===== src/rtl/led7seg_pkg.sv =====
// Shared types and helpers for the 7-segment display driver family.
package led7seg_pkg;

  typedef logic [0:0] led7seg_state_t;
  localparam led7seg_state_t ST_BLANK = 1'b0;
  localparam led7seg_state_t ST_SHOW  = 1'b1;

  function automatic int unsigned f_clog2(input int unsigned v);
    int unsigned r;
    r = 0;
    while ((64'd1 << r) < 64'(v)) r++;
    return (r == 0) ? 1 : r;
  endfunction

  // Segment order gfedcba, active-high.
  function automatic logic [6:0] f_seg7_hex(input logic [3:0] nib);
    logic [6:0] seg;
    case (nib)
      4'h0:    seg = 7'b0111111;
      4'h1:    seg = 7'b0000110;
      4'h2:    seg = 7'b1011011;
      4'h3:    seg = 7'b1001111;
      4'h4:    seg = 7'b1100110;
      4'h5:    seg = 7'b1101101;
      4'h6:    seg = 7'b1111101;
      4'h7:    seg = 7'b0000111;
      4'h8:    seg = 7'b1111111;
      4'h9:    seg = 7'b1101111;
      4'hA:    seg = 7'b1110111;
      4'hB:    seg = 7'b1111100;
      4'hC:    seg = 7'b0111001;
      4'hD:    seg = 7'b1011110;
      4'hE:    seg = 7'b1111001;
      default: seg = 7'b1110001;
    endcase
    return seg;
  endfunction

endpackage


===== src/rtl/led7seg_tick_gen.sv =====
// Free-running down-counter producing a one-cycle tick every C_DIV clocks.
// Reset loads the full period so the first tick comes one period after release.
module led7seg_tick_gen
  import led7seg_pkg::*;
#(
  parameter int unsigned C_DIV = 4800
) (
  input  logic i_ck,
  input  logic i_xarst,
  output logic o_tick
);
  localparam int unsigned CNT_W = f_clog2(C_DIV);
  localparam logic [CNT_W-1:0] CNT_TOP = CNT_W'(C_DIV - 1);

  logic [CNT_W-1:0] r_cnt;

  always_ff @(posedge i_ck or negedge i_xarst) begin
    if (!i_xarst)             r_cnt <= CNT_TOP;
    else if (r_cnt == '0)     r_cnt <= CNT_TOP;
    else                      r_cnt <= r_cnt - CNT_W'(1);
  end

  assign o_tick = (r_cnt == '0);

endmodule


===== src/rtl/led7seg_scan_drv.sv =====
// Multiplexed 7-segment scan driver with anti-ghost blanking and leading-zero
// suppression. Define LED7SEG_BRIGHT_EN to add BRIGHT_i PWM dimming.
module led7seg_scan_drv
  import led7seg_pkg::*;
#(
  parameter int unsigned C_FCK       = 48_000_000,
  parameter int unsigned C_FSCAN     = 10_000,
  parameter int unsigned C_DIGITS    = 4,
  parameter int unsigned C_BLANK_CYC = 16
) (
  input  logic                  CK_i,
  input  logic                  XARST_i,
  input  logic [4*C_DIGITS-1:0] DAT_i,
  input  logic [C_DIGITS-1:0]   DP_i,
  input  logic                  LATCH_i,
  input  logic                  SUP_EN_i,
`ifdef LED7SEG_BRIGHT_EN
  input  logic [3:0]            BRIGHT_i,
`endif
  output logic [C_DIGITS-1:0]   ACT_DIGIT_o,
  output logic [6:0]            SEG7_o,
  output logic                  DP_o
);
  localparam int unsigned C_DIV = C_FCK / C_FSCAN;
  localparam int unsigned IDX_W = f_clog2(C_DIGITS);
  localparam int unsigned BLK_W = f_clog2(C_BLANK_CYC + 1);
  localparam logic [IDX_W-1:0] IDX_MSB = IDX_W'(C_DIGITS - 1);
  localparam logic [BLK_W-1:0] BLK_END = BLK_W'(C_BLANK_CYC);

  logic                  w_tick;
  logic                  w_exit;
  logic                  w_on;
  logic                  w_sup;
  logic [3:0]            w_nib;
  logic                  w_dp_bit;
  logic [C_DIGITS-1:0]   w_onehot;

  logic [4*C_DIGITS-1:0] r_dat;
  logic [C_DIGITS-1:0]   r_dp;
  logic                  r_sup;
  led7seg_state_t        r_state;
  logic [BLK_W-1:0]      r_blk;
  logic [IDX_W-1:0]      r_idx;
  logic [C_DIGITS-1:0]   r_act;
  logic [6:0]            r_seg;
  logic                  r_dpo;
  logic                  r_sup_run;

  led7seg_tick_gen #(.C_DIV(C_DIV)) u_tick (
    .i_ck    (CK_i),
    .i_xarst (XARST_i),
    .o_tick  (w_tick)
  );

  always_ff @(posedge CK_i or negedge XARST_i) begin
    if (!XARST_i) begin
      r_dat <= '0;
      r_dp  <= '0;
      r_sup <= 1'b0;
    end else if (LATCH_i) begin
      r_dat <= DAT_i;
      r_dp  <= DP_i;
      r_sup <= SUP_EN_i;
    end
  end

  always_comb begin
    w_nib    = '0;
    w_dp_bit = 1'b0;
    w_onehot = '0;
    for (int unsigned i = 0; i < C_DIGITS; i++) begin
      if (r_idx == IDX_W'(i)) begin
        w_nib       = r_dat[4*i +: 4];
        w_dp_bit    = r_dp[i];
        w_onehot[i] = 1'b1;
      end
    end
  end

  // r_sup_run remembers whether every digit shown so far in this frame was blanked.
  assign w_sup  = r_sup && (w_nib == 4'h0) && (r_idx != '0) &&
                  ((r_idx == IDX_MSB) || r_sup_run);
  // r_blk == 0 only after reset: hold blank until the first tick so the scan starts at the MSB.
  assign w_exit = (r_state == ST_BLANK) && (r_blk == BLK_END) && !w_tick;

  always_ff @(posedge CK_i or negedge XARST_i) begin
    if (!XARST_i) begin
      r_state   <= ST_BLANK;
      r_blk     <= '0;
      r_idx     <= '0;
      r_act     <= '0;
      r_seg     <= '0;
      r_dpo     <= 1'b0;
      r_sup_run <= 1'b0;
    end else if (w_tick) begin
      r_state <= ST_BLANK;
      r_blk   <= BLK_W'(1);
      r_idx   <= (r_idx == '0) ? IDX_MSB : r_idx - IDX_W'(1);
    end else if (w_exit) begin
      r_state   <= ST_SHOW;
      r_blk     <= '0;
      r_act     <= w_onehot;
      r_seg     <= w_sup ? '0 : f_seg7_hex(w_nib);
      r_dpo     <= w_dp_bit;
      r_sup_run <= w_sup;
    end else if ((r_state == ST_BLANK) && (r_blk != '0)) begin
      r_blk <= r_blk + BLK_W'(1);
    end
  end

`ifdef LED7SEG_BRIGHT_EN
  localparam int unsigned SLOT_RAW = (C_DIV - C_BLANK_CYC) / 16;
  localparam int unsigned SLOT     = (SLOT_RAW == 0) ? 1 : SLOT_RAW;
  localparam int unsigned SC_W     = f_clog2(C_DIV + 1);
  localparam int unsigned LIM_W    = SC_W + 5;

  logic [SC_W-1:0]  r_scnt;
  logic [3:0]       r_brt;
  logic [LIM_W-1:0] w_lim;

  always_ff @(posedge CK_i or negedge XARST_i) begin
    if (!XARST_i) begin
      r_scnt <= '0;
      r_brt  <= '0;
    end else if (w_exit) begin
      r_scnt <= '0;
      r_brt  <= BRIGHT_i;
    end else if ((r_state == ST_SHOW) && !w_tick) begin
      r_scnt <= r_scnt + SC_W'(1);
    end
  end

  assign w_lim = LIM_W'(r_brt) * LIM_W'(SLOT);
  assign w_on  = (r_state == ST_SHOW) && (LIM_W'(r_scnt) < w_lim);
`else
  assign w_on  = (r_state == ST_SHOW);
`endif

  assign ACT_DIGIT_o = w_on ? r_act : '0;
  assign SEG7_o      = w_on ? r_seg : '0;
  assign DP_o        = w_on & r_dpo;

endmodule

===== config.mk =====
export PLATFORM = sky130hd
export DESIGN_NAME = led7seg_scan_drv
export DESIGN_NICKNAME = d
export VERILOG_FILES = /design/src/rtl/led7seg_pkg.sv /design/src/rtl/led7seg_tick_gen.sv /design/src/rtl/led7seg_scan_drv.sv
export SDC_FILE = /design/constraint.sdc
export NUM_CORES = 1
export LEC_CHECK = 0
export ABC_AREA = 1
export ABC_CLOCK_PERIOD_IN_PS = 5550
export BUFFER_PORTS_ARGS = -buffer_cell sky130_fd_sc_hd__buf_2
export CORE_MARGIN = 3
export CORE_UTILIZATION = 50
export CTS_CLUSTER_SIZE = 8
export DETAILED_ROUTE_END_ITERATION = 8
export PLACE_DENSITY = 0.8
export SYNTH_ARGS = -nofsm -noshare
export SYNTH_HDL_FRONTEND = slang
export SYNTH_SLANG_ARGS = --single-unit
export TNS_END_PERCENT = 50

===== constraint.sdc =====
create_clock -name CK_i -period 5.55 [get_ports CK_i]
set_input_delay 0 -clock CK_i [delete_from_list [all_inputs] [get_ports CK_i]]
set_output_delay 0 -clock CK_i [all_outputs]
set_load 0.02 [all_outputs]

# Word-level counts from Yosys, hierarchy flattened
# Memories as Yosys holds them, arrays and structs flattened.
# Cells that the tools add are included.
# Widths: inputs -> output; s select.
classes:
  mux: 22
  eq_ne: 4
  n_bitwise: 3
  addsub: 3
  reduce_logical: 16
ops:
  columns: ["op", "count"]
  rows:
  - ["$mux 4", 5]
  - ["$mux 5", 3]
  - ["$mux 7", 2]
  - ["$logic_not 13->1", 1]
  - ["$mux 13", 1]
  - ["$sub 13x1->13 const B", 1]
  - ["$mux 1", 10]
  - ["$logic_and 1x1->1", 6]
  - ["$add 5x1->5 const B", 1]
  - ["$eq 5x5->1 const B", 1]
  - ["$reduce_bool 5->1", 1]
  - ["$eq 2x2->1 const B", 2]
  - ["$logic_not 4->1", 1]
  - ["$reduce_bool 2->1", 2]
  - ["$reduce_bool 3->1", 1]
  - ["$eq 2x1->1 const B", 1]
  - ["$logic_not 2->1", 1]
  - ["$mux 2", 1]
  - ["$not 1->1", 2]
  - ["$reduce_and 2->1", 1]
  - ["$sub 2x1->2 const B", 1]
  - ["$and 1x1->1", 1]
  - ["$logic_not 1->1", 1]
  - ["$logic_or 1x1->1", 1]
word_totals:
  rom_bits: 112
  output_inout_bits: 12
  in_bits: 24
  mem_count: 1
  reg_bits: 55
  wordCells: 60
mem_list:
  columns: ["name", "depth", "word_bits", "rd", "rd_ports_with_merged_regs", "write_ports", "line_no", "rtl"]
  rows:
  - ["(no name shown)", 16, 7, 1, 0, 0, "led7seg_pkg.sv:18", "case (nib)"]

# Logic depth before layout (Yosys ltp)
# Gate-level depths: netlist (run 1).
logic_depth:
  depth_word: 10
  mapped_depth: 17

# By module
# From an unflattened synthesis (run 1), not the netlist that was laid out.
unflattened:
  hier_cells: 377
  hier_area_um2: 3123.0
by_module_without_submodules:
  columns: ["mod", "cells_per_inst", "seq_area_each_um2", "instances", "area_each_um2"]
  rows:
  - ["led7seg_scan_drv", 278, 1051.0, 1, 2356.0]
  - ["led7seg_tick_gen", 99, 336.6, 1, 767.0]

# Worst setup path before layout (run 1)
# No wires, ideal clock.
synth_timing:
  path_kind: "register to register"
  startpoint: "reg r_idx[0]"
  endpoint: "reg r_seg[6]"
  period_less_slack_ns: 2.058
  setup_ns: 0.116
  path_stages_with_launch: 17
  arrival_ns: 1.941
  required_time_ns: 5.434
  setup_slack_ns: 3.492
  n_path_buf: 1
  cell_sequence: "dfrtp_1 > inv_1 > ha_1 > buf_6 > a21oi_1 > nand2_1 > nand2_1 > o21ai_1 > inv_1 > ha_1 > nand3_1 > a21oi_1 > nand3_4 > nand2_2 > inv_2 > nand2_1 > nand2_1"
synth_between:
  elab_chain_len: 10
  word_cells_on_any_way: 16
synth_lines:
  columns: ["item", "line_no", "rtl"]
  rows:
  - ["start: declaration", "led7seg_scan_drv.sv:43", "logic [IDX_W-1:0] r_idx;"]
  - ["start signal: assignment", "led7seg_scan_drv.sv:98", "r_idx <= (r_idx == '0) ? IDX_MSB : r_idx - IDX_W'(1);"]
  - ["parallel branches: the longest is 9 deep, another holds $mem_v2 16x7", null, null]
  - ["$mux 7 (*)", "led7seg_scan_drv.sv:103", "r_seg <= w_sup ? '0 : f_seg7_hex(w_nib);"]
  - ["end signal: assignment", "led7seg_scan_drv.sv:103", null]
  - ["end: declaration", "led7seg_scan_drv.sv:45", "logic [6:0] r_seg;"]
# Mark *: on every way between the ends.
# A chain may end at the register's enable or synchronous reset.

# Worst setup path in the final report (run 1)
# Ends and elaborated chain as after synthesis.

==> implementation parameters, run 1 <==
Parameter                              Value

Power
  Total Power Consumption ... 0.878 mW
  Leak Pwr ... 1.85 nW
  Worst IR Drop VDD ... 0.000198 V
  Pwr Density ... 242 nW/um^2

Cells and area
  Share of cells above drive strength 1 ... 25.4%
  FILL cells ... 469
  Final standard cell count with taps included and fillers excluded ... 477
  Area Growth Syn to Fin ... 18.4%
  Final design utilization ... 63.5%
  Final layout net count ... 442
  Final antenna diode count ... 0

Global routing
  Initial antenna violation count ... 0
  Global-route usage over all layers ... 18.8%
  First-pass GRT wire length ... 10800 um
  Vias in the first global route ... 2313
  Global route overflow ... 0
  Pin count of the biggest net entering global routing ... 56

Synthesis
  Count leader, synth ... nand2_1
  Synthesized cell area ... 3060 um^2
  Flop and latch count out of synthesis ... 55
  Mapped Cells ... 348
  Cell taking the most area after synthesis ... dfrtp_1
  Avg Synthesized Cell Area ... 8.80 um^2
  Warnings from Yosys ... 0
  Top cells by area in the synthesized netlist ... dfrtp_1, nand2_1, dfstp_2
  Number of synthesized flops with an enable pin ... 0
  Async SR Flop Fraction ... 100%
  Area share of the largest cell type after synthesis ... 37.6%
  Distinct cell type count of the synthesized netlist ... 34
  Nets in the synthesized netlist ... 386
  Top cell types by occurrence after synthesis ... nand2_1, dfrtp_1, inv_1
  Ys flop type ... dfrtp_1
  Register area share after synthesis ... 45.3%

Routing
  Per-cell routed wire length ... 13.2 um
  Post-route antenna net violation count ... 0
  Total length of routed met3 wires ... 252 um
  Met2 Routed Length ... 3040 um
  Total DRC errors in the routed layout ... 0
  Met1 routed wirelength after detailed routing ... 2900 um
  DR vias ... 2470
  Iteration-0 DRC Markers ... 169
  Number of detailed-route iterations in the first pass ... 5
  Average vias per placed instance ... 5.18
  DR top layer ... met4
  Sum of routed wire length over all layers ... 6320 um

Timing
  Setup repair after global routing missed its margin ... false
  Period Utilization, post-route ... 43.8%
  Achievable clock frequency ... 0.411 GHz
  Final number of max-transition violations ... 0
  Normalized max-slew margin ... 55.4%
  Time the final worst path needs with I/O delays and setup ... 2.43 ns
  Slew at the pin with the worst max-slew slack ... 0.670 ns
  Final Hold Viols ... 0
  Post-route clock skew ... 0.00723 ns
  Setup-failing EPs final ... 0
  Sum Neg Setup Slack ... 0 ns

Die
  Initial cell density of the core ... 53.6%
  Floorplan core area ... 5710 um^2
  I/O Pins ... 36
  Die outline height ... 84.3 um
  Die Footprint ... 7100 um^2
  Die W ... 84.3 um
  Row cnt ... 27

Clocking
  CTS Buf Count ... 5
  Clk slew on worst S/H paths ... 0.10 ns
  Library cell used as clock root buffer ... clkbuf_8
  CTS tree ... yes
  Insertion delay to the later sink of the worst-skew pair ... 0.31 ns
  Number of levels the H-tree was split into ... 2
  Bufs on Longest Clock Path ... 2
  CTS sink cnt ... 55

Setup path
  Largest fanout on the critical path ... 9
  Sort of element at the start of the critical path ... flop
  WS Path Type ... reg -> reg
  R2r startpoint ... r_idx[0]
  Critical Path RT ... 5.75 ns
  Register-to-register path setup slack ... 3.12 ns
  Crit Reg-Reg Endpoint ... r_seg[6]
  Depth of the most critical reg-to-reg path ... 14
  Arrival @ worst endpoint ... 2.64 ns
  Element type at the critical path end ... flop

Placed design
  Placed Instances ... 447
  Quantity of I/O buffers inserted on ports ... 35
  Final Wtd Congestion ... 0.854
  HPWL after detailed placement ... 4330 um

Job
  MaxCap Viol Count ... 0

Run status
  Run status ... completed

Worst hold path
  Capture endpoint of the worst hold path ... r_dat[12]
  Hold WC Path Type ... in -> reg
  Critical hold path startpoint ... LATCH_i
  Number of stages on the worst hold path ... 3
-- cells by family after synthesis --
logic type,after synthesis,share of synthesized area (%)
adders and majority gates,14,5.72
and+or+nand+nor,147,23.1
DFF,55,45.3
xor gates and xnor gates,5,1.43
buffers and inverters,62,8.50
muxes,17,6.25
AOI/OAI and AO/OA,48,9.64
-- sequential cells by signal, summed over array words and instances, names as in the netlist --
signal,cells
r_dat,16
u_tick.r_cnt,13
r_seg,7
r_blk,5
r_act,4
r_dp,4
r_idx,2
r_dpo,1
r_state,1
r_sup,1
r_sup_run,1
-- critical path, stage by stage (launching register included) --
cell,delay [ns]
dfrtp_1,0.41
inv_1,0.13
ha_1,0.39
inv_1,0.13
o211ai_1,0.12
a21oi_1,0.17
inv_1,0.15
ha_1,0.17
nand3_1,0.07
a21oi_1,0.22
nand3_4,0.13
nand2_2,0.09
inv_2,0.04
nand2_1,0.06
nand2_1,0.05
-- layout by cell type, fill, tap and decap left out, types with 4 or more instances in the layout --
| cell | instances |
|---|---|
| nand2_1 | 77 |
| dfrtp_1 | 46 |
| inv_1 | 45 |
| buf_2 | 35 |
| nand3_1 | 25 |
| dlygate4sd3_1 | 22 |
| mux2_2 | 17 |
| a21oi_1 | 15 |
| nor2_1 | 14 |
| ha_1 | 14 |
| o21ai_1 | 10 |
| o21ai_0 | 10 |
| dfstp_2 | 9 |
| inv_2 | 8 |
| nand2_2 | 6 |
| nor3_1 | 6 |
| nand3_2 | 5 |
| clkbuf_8 | 5 |
| xor2_1 | 4 |
-- stage by stage --
stage | setup WS, ns | cell area [um^2] | hold WS (ns)
after global routing | 2.86 | 3630 | 0.185
after global placement | 3.31 | 3270 | 0.162
after CTS | 3.16 | 3630 | 0.173
after floorplan | 3.49 | 3060 | -0.296
final | 3.12 | 3630 | 0.166
after detailed placement | 3.19 | 3270 | 0.167
-- cell type report --
class	instances	area [um^2]	share of cell area, %
well taps	72	90.1	2.48
multi-input cells	231	1410	39.0
clock buffers	6	72.6	2.00
clock inverters	2	60.1	1.66
inverters	53	199	5.49
repair buffers	58	403	11.1
flip-flops and latches	55	1390	38.3
-- metal layers --
layer | up-vias | GRT usage [%]
met4 | 0 | 5.99
met3 | 12 | 4.02
li1 | 1235 | -
met1 | 1167 | 25.0
met5 | - | 0
met2 | 56 | 30.8
-- what timing repair did --
| action | 4_1_cts | 5_1_grt |
|---|---|---|
| setup buffers | 0 | 0 |
| endpoints found under the hold margin | 67 | 0 |
| gates resized for setup | 0 | 0 |
| hold buffers | 22 | 0 |
-- how the worst max path moves through the flow --
| stage | start | endpoint | slack (ns) |
|---|---|---|---|
| floorplan | r_idx[0] | r_seg[6] | 3.49 |
| global placement | r_idx[0] | r_seg[6] | 3.31 |
| detailed placement | r_idx[0] | r_seg[6] | 3.19 |
| CTS | r_idx[0] | r_seg[6] | 3.16 |
| global route | r_idx[1] | r_seg[0] | 2.86 |
| finish | r_idx[0] | r_seg[6] | 3.12 |
-- report_power, final --
group | internal, mW | switching [mW]
Combinational | 0.0564 | 0.0718
Clock | 0.180 | 0.128
Sequential | 0.426 | 0.0147
Note: power is estimated with default switching activity, not from simulation.
==> inputs of run 2 (changes only) <==
Settings changed: ABC_CLOCK_PERIOD_IN_PS 5550 to 2050, PLACE_DENSITY 0.8 to 0.83.
Clock period 5.55 ns to 2.05 ns, I/O delays scaled along.
==> implementation parameters, run 2 (synthesis results as in run 1) <==
Parameter                              Value

Timing
  Time the final worst path needs with I/O delays and setup ... 2.08 ns
  Sum Neg Setup Slack ... -0.0417 ns
  Setup repair after global routing missed its margin ... true
  Worst hold margin ... 0.177 ns
  Achievable clock frequency ... 0.481 GHz
  Period Utilization, post-route ... 101%
  Final Hold Viols ... 0
  Setup-failing EPs final ... 2
  Final number of max-transition violations ... 0
  Setup ws final ... -0.0306 ns
  Slew at the pin with the worst max-slew slack ... 0.755 ns
  Normalized max-slew margin ... 49.7%
  Post-route clock skew ... 0.00712 ns

Setup path
  Worst Path Buf+Inv ... 3
  Critical Path, Cell by Cell ... buf_4 -> ha_4 -> a21oi_2 -> nand2_1 -> nand2_1 -> o21ai_2 -> inv_2 -> ha_4 -> nand3_2 -> a21oi_2 -> nand3_4 -> nand2_2 -> inv_2 -> nand2_2 -> nand2_1
  Largest fanout on the critical path ... 8
  Critical Path RT ... 2.27 ns
  Master of the slowest instance on the critical path ... dfrtp_2
  Family with the most delay on the worst path ... simple AND/OR/NAND/NOR gates
  Sort of element at the start of the critical path ... flop
  CP dominant cell by count ... nand2_1
  Element type at the critical path end ... flop
  Arrival @ worst endpoint ... 2.30 ns
  Critical Path Max Stage Delay ... 0.45 ns
  WS Path Type ... reg -> reg

Routing
  Sum of routed wire length over all layers ... 7230 um
  Post-route antenna net violation count ... 0
  DR vias ... 2648
  Number of detailed-route iterations in the first pass ... 5
  Iteration-0 DRC Markers ... 228
  Per-cell routed wire length ... 14.6 um
  Total DRC errors in the routed layout ... 0
  Average vias per placed instance ... 5.34

Die
  Die Footprint ... 7100 um^2
  Die W ... 84.3 um
  Die outline height ... 84.3 um
  Row cnt ... 27
  Floorplan core area ... 5710 um^2
  I/O Pins ... 36
  Initial cell density of the core ... 53.6%

Clocking
  CTS tree ... yes
  Clk slew on worst S/H paths ... 0.10 ns
  CTS Buf Count ... 5
  Insertion delay to the later sink of the worst-skew pair ... 0.31 ns
  Library cell used as clock root buffer ... clkbuf_8
  CTS sink cnt ... 55
  Bufs on Longest Clock Path ... 2
  Number of levels the H-tree was split into ... 2

Job
  MaxCap Viol Count ... 0

Run status
  Run status ... finished, violations left
  Violations in the final reports ... setup timing

Placed design
  Quantity of I/O buffers inserted on ports ... 35
  HPWL after detailed placement ... 4580 um
  Final Wtd Congestion ... 0.924
  Placed Instances ... 459

Cells and area
  Final standard cell count with taps included and fillers excluded ... 496
  Area Growth Syn to Fin ... 26.4%
  Register bank with the most flops ... r_dat
  Share of cells above drive strength 1 ... 34.7%
  Most common library cell in the layout ignoring fill and taps ... nand2_1
  Final layout net count ... 461
  Final design utilization ... 67.8%
  Top Registers ... r_dat: 16 flops, u_tick.r_cnt: 13 flops, r_seg: 7 flops
  Max reg flops ... 16
  Final antenna diode count ... 0
  Top library cells by usage in the layout, fill and taps aside ... nand2_1, dfrtp_1, inv_1

Power
  Pwr Density ... 606 nW/um^2
  Total Power Consumption ... 2.35 mW
  Worst IR Drop VDD ... 0.000577 V
  Leak Pwr ... 1.93 nW

Global routing
  Global-route usage over all layers ... 19.5%
  Global route overflow ... 0
  Vias in the first global route ... 2465
  Initial antenna violation count ... 0
  Pin count of the biggest net entering global routing ... 35
  First-pass GRT wire length ... 11400 um

Worst hold path
  Hold WC Path Type ... in -> reg
## run 2: cell types whose count changed in the layout (fill, tap and decap cells not counted), sizes merged
cell    before  now
buf         36   55
bufinv       2    1
clkinv       0    1
## run 2: cell type report
| type | count | area (um^2) |
|---|---|---|
| clock buffer | 6 | 82.6 |
| tap | 72 | 90.1 |
| sequential | 55 | 1390 |
| clock inverter | 2 | 35.0 |
| inverter | 53 | 201 |
| timing repair buffer | 77 | 553 |
| multi-input combinational | 231 | 1520 |
| fill | 408 | 1840 |
## run 2: path summary, 6_finish.rpt
| check | start | endpoint | slack, ns | depth (start not counted) |
|---|---|---|---|---|
| max reg2reg | r_idx[1] | r_seg[6] | -0.03 | 15 |
| max in group asynchronous | XARST_i | r_dpo | 1.11 | 3 |
| min reg2reg | u_tick.r_cnt[0] | u_tick.r_cnt[0] | 0.48 | 1 |
| max | r_idx[1] | r_seg[6] | -0.03 | 15 |
| min in group asynchronous | XARST_i | u_tick.r_cnt[11] | 0.29 | 2 |
| min | LATCH_i | r_dat[11] | 0.18 | 3 |
## run 2: tightest hold or removal path: stages
cell	delay [ns]
buf_2	0.26
nand2_1	0.11
o21ai_0	0.07
## run 2: report_power, final
part           internal (mW)  switching [mW]
sequential              1.15          0.0414
clock                  0.396           0.361
combinational          0.177           0.217
## run 2: per-layer routing
metal	routed length (um)	GRT usage (%)	up-vias
met4	145	6.58	0
met3	304	4.32	15
met2	3520	30.4	80
li1	-	-	1267
met1	3260	26.8	1286
met5	0	0	-
## run 2: what timing repair did
item                                   CTS  global route
pin swaps                                0             5
hold buffers                            22             0
endpoints found under the hold margin   44             0
setup buffers                            2             5
gates cloned                             0             0
resized for setup                        6            25
setup endpoints to repair                8             8
## run 2: metrics by stage
stage               instance area [um^2]  setup slack [ns]
finish                              3870           -0.0306
global route                        3870            -0.127
CTS                                 3740           -0.0129
detailed placement                  3370           -0.0519
global placement                    3370            0.0373
floorplan                           3070            0.0216
==> inputs of run 3 (changes only) <==
Settings changed: ABC_AREA 1 to 0.
==> implementation parameters, run 3 <==
Parameter                              Value

Cells and area
  Share of cells above drive strength 1 ... 45.9%
  Most common library cell in the layout ignoring fill and taps ... dfrtp_1
  Final antenna diode count ... 0
  Top library cells by usage in the layout, fill and taps aside ... dfrtp_1, buf_4, buf_2
  Register bank with the most flops ... r_dat
  Final standard cell count with taps included and fillers excluded ... 451
  Top Registers ... r_dat: 16 flops, u_tick.r_cnt: 13 flops, r_seg: 7 flops
  Area Growth Syn to Fin ... 38.5%
  Final layout net count ... 416
  Max reg flops ... 16

Timing
  Achievable clock frequency ... 0.442 GHz
  Setup ws final ... -0.211 ns
  Period Utilization, post-route ... 110%
  Setup-failing EPs final ... 13
  Post-route clock skew ... 0.00793 ns
  Setup repair after global routing missed its margin ... true
  Normalized max-slew margin ... 66.5%
  Final Hold Viols ... 0
  Time the final worst path needs with I/O delays and setup ... 2.26 ns
  Slew at the pin with the worst max-slew slack ... 0.501 ns
  Final number of max-transition violations ... 0

Setup path
  WS Path Type ... reg -> reg
  Sort of element at the start of the critical path ... flop
  Element type at the critical path end ... flop
  Largest fanout on the critical path ... 5
  Arrival @ worst endpoint ... 2.47 ns
  Critical Path RT ... 2.26 ns
  R2r startpoint ... r_idx[0]
  Startpoint of the worst setup timing path ... r_idx[0]

Global routing
  Global-route usage over all layers ... 20.6%
  First-pass GRT wire length ... 11700 um
  Global route overflow ... 0
  Pin count of the biggest net entering global routing ... 35
  Initial antenna violation count ... 0
  Vias in the first global route ... 2625

Synthesis
  Mapped Cells ... 284
  Distinct cell type count of the synthesized netlist ... 51
  Count leader, synth ... dfrtp_1
  Flop and latch count out of synthesis ... 55
  Async SR Flop Fraction ... 100%
  Warnings from Yosys ... 0
  Avg Synthesized Cell Area ... 10.5 um^2
  Number of synthesized flops with an enable pin ... 0
  Nets in the synthesized netlist ... 322
  Register area share after synthesis ... 46.8%
  Area share of the largest cell type after synthesis ... 38.8%
  Ys flop type ... dfrtp_1
  Top cell types by occurrence after synthesis ... dfrtp_1, nand2_1, mux2_2
  Cell taking the most area after synthesis ... dfrtp_1
  Synthesized cell area ... 2970 um^2
  Top cells by area in the synthesized netlist ... dfrtp_1, mux2_2, dfstp_2

Die
  Initial cell density of the core ... 52.6%
  I/O Pins ... 36
  Die Footprint ... 6900 um^2
  Row cnt ... 27
  Die outline height ... 83.0 um
  Die W ... 83.0 um
  Floorplan core area ... 5640 um^2

Worst hold path
  Hold WC Path Type ... in -> async

Clocking
  Insertion delay to the later sink of the worst-skew pair ... 0.32 ns
  CTS tree ... yes
  Bufs on Longest Clock Path ... 2
  Library cell used as clock root buffer ... clkbuf_8
  CTS Buf Count ... 5
  Clk slew on worst S/H paths ... 0.10 ns
  CTS sink cnt ... 55
  Number of levels the H-tree was split into ... 2

Routing
  Iteration-0 DRC Markers ... 165
  Post-route antenna net violation count ... 0
  Sum of routed wire length over all layers ... 7320 um
  Total DRC errors in the routed layout ... 0
  DR vias ... 2498
  Number of detailed-route iterations in the first pass ... 4
  Per-cell routed wire length ... 16.2 um
  Average vias per placed instance ... 5.54

Placed design
  Quantity of I/O buffers inserted on ports ... 35
  HPWL after detailed placement ... 4700 um
  Placed Instances ... 415
  Final Wtd Congestion ... 0.868
  Worst setup slack before clock tree synthesis ... -0.155 ns

Power
  Worst IR Drop VDD ... 0.000486 V
  Leak Pwr ... 1.81 nW
  Pwr Density ... 609 nW/um^2

Run status
  Run status ... finished, violations left
  Violations in the final reports ... setup timing

Job
  MaxCap Viol Count ... 0
[run 3: cell count changes after synthesis, moves of 8 or more]
cell      change
inv_2         -8
inv_1        -31
nand2_1      -45
mux2_2       +10
clkbuf_1      +8
nand3_1      -23
and2_1       +12
o21ai_1      -10
[run 3: layer usage]
layer	global-route usage [%]	part of all wire, %
met5	0	0
met4	8.32	2.2
met3	4.07	4.3
met2	37.3	53
met1	23.7	40
[run 3: logic make-up (layout without fill, tap and decap cells)]
| family | after synthesis | count (layout) | share of synthesized area (%) |
|---|---|---|---|
| and+or+nand+nor | 101 | 101 | 18.1 |
| AOI/OAI and AO/OA | 48 | 48 | 11.4 |
| adders and majority gates | 14 | 14 | 5.90 |
| xor gates and xnor gates | 9 | 9 | 2.66 |
| muxes | 28 | 28 | 10.6 |
| DFF | 55 | 55 | 46.8 |
| buffers and inverters | 29 | 124 | 4.60 |
[run 3: worst paths after layout]
check	depth (start not counted)	end	slack [ns]
min in group CK_i	2	r_dat[11]	0.23
max in group asynchronous	3	u_tick.r_cnt[4]	1.48
hold / removal	3	u_tick.r_cnt[10]	0.17
hold reg to reg	1	u_tick.r_cnt[0]	0.47
setup reg to reg	11	r_seg[4]	-0.21
setup / recovery	11	r_seg[4]	-0.21
[run 3: report_power, final]
part / leakage (nW) / total [mW] / switching (mW) / internal (mW)
Clock: 0.0644 / 0.854 / 0.367 / 0.487
Sequential: 0.644 / 1.20 / 0.0439 / 1.15
Combinational: 1.10 / 0.452 / 0.224 / 0.229
[run 3: metrics by stage]
step / hold slack, ns / area, um^2 / total power, mW / setup TNS (ns) / util [%]
6_report: 0.174 / 4110 / 2.50 / -1.46 / 72.9
5_1_grt: 0.204 / 4110 / 2.61 / -2.65 / 72.9
4_1_cts: 0.188 / 3960 / 2.46 / -0.805 / 70.2
3_5_place_dp: -0.0000779 / 3500 / 1.56 / -1.09 / 62.1
3_3_place_gp: 0.000146 / 3500 / 1.55 / -0.417 / 62.1
2_1_floorplan: -0.296 / 3060 / 1.42 / -1.01 / -
[run 3: critical path: stages, from the launching register on]
cell,delay [ns]
dfrtp_2,0.48
inv_4,0.07
ha_4,0.19
nor2_4,0.11
o211ai_1,0.13
o211ai_1,0.14
ha_2,0.24
nand2_2,0.07
nor3_4,0.18
nor2_2,0.07
a221o_1,0.29
a22o_1,0.18
[run 3: cell type report]
class | count | area [um^2]
Clock inverter | 3 | 67.6
Timing Repair Buffer | 102 | 741
Fill cell | 375 | 1530
Clock buffer | 5 | 68.8
Tap cell | 72 | 90.1
Sequential cell | 55 | 1390
Multi-Input combinational cell | 200 | 1690
Inverter | 14 | 60.1
[run 3: what timing repair did]
action                                  4_1_cts  5_1_grt
pin swaps                                     9       13
buffers inserted                              3        3
resized for setup                            24       23
hold buffers                                 22        0
endpoints found under the hold margin        68        0
cloned                                        0        0
endpoints found under the setup margin       14       15
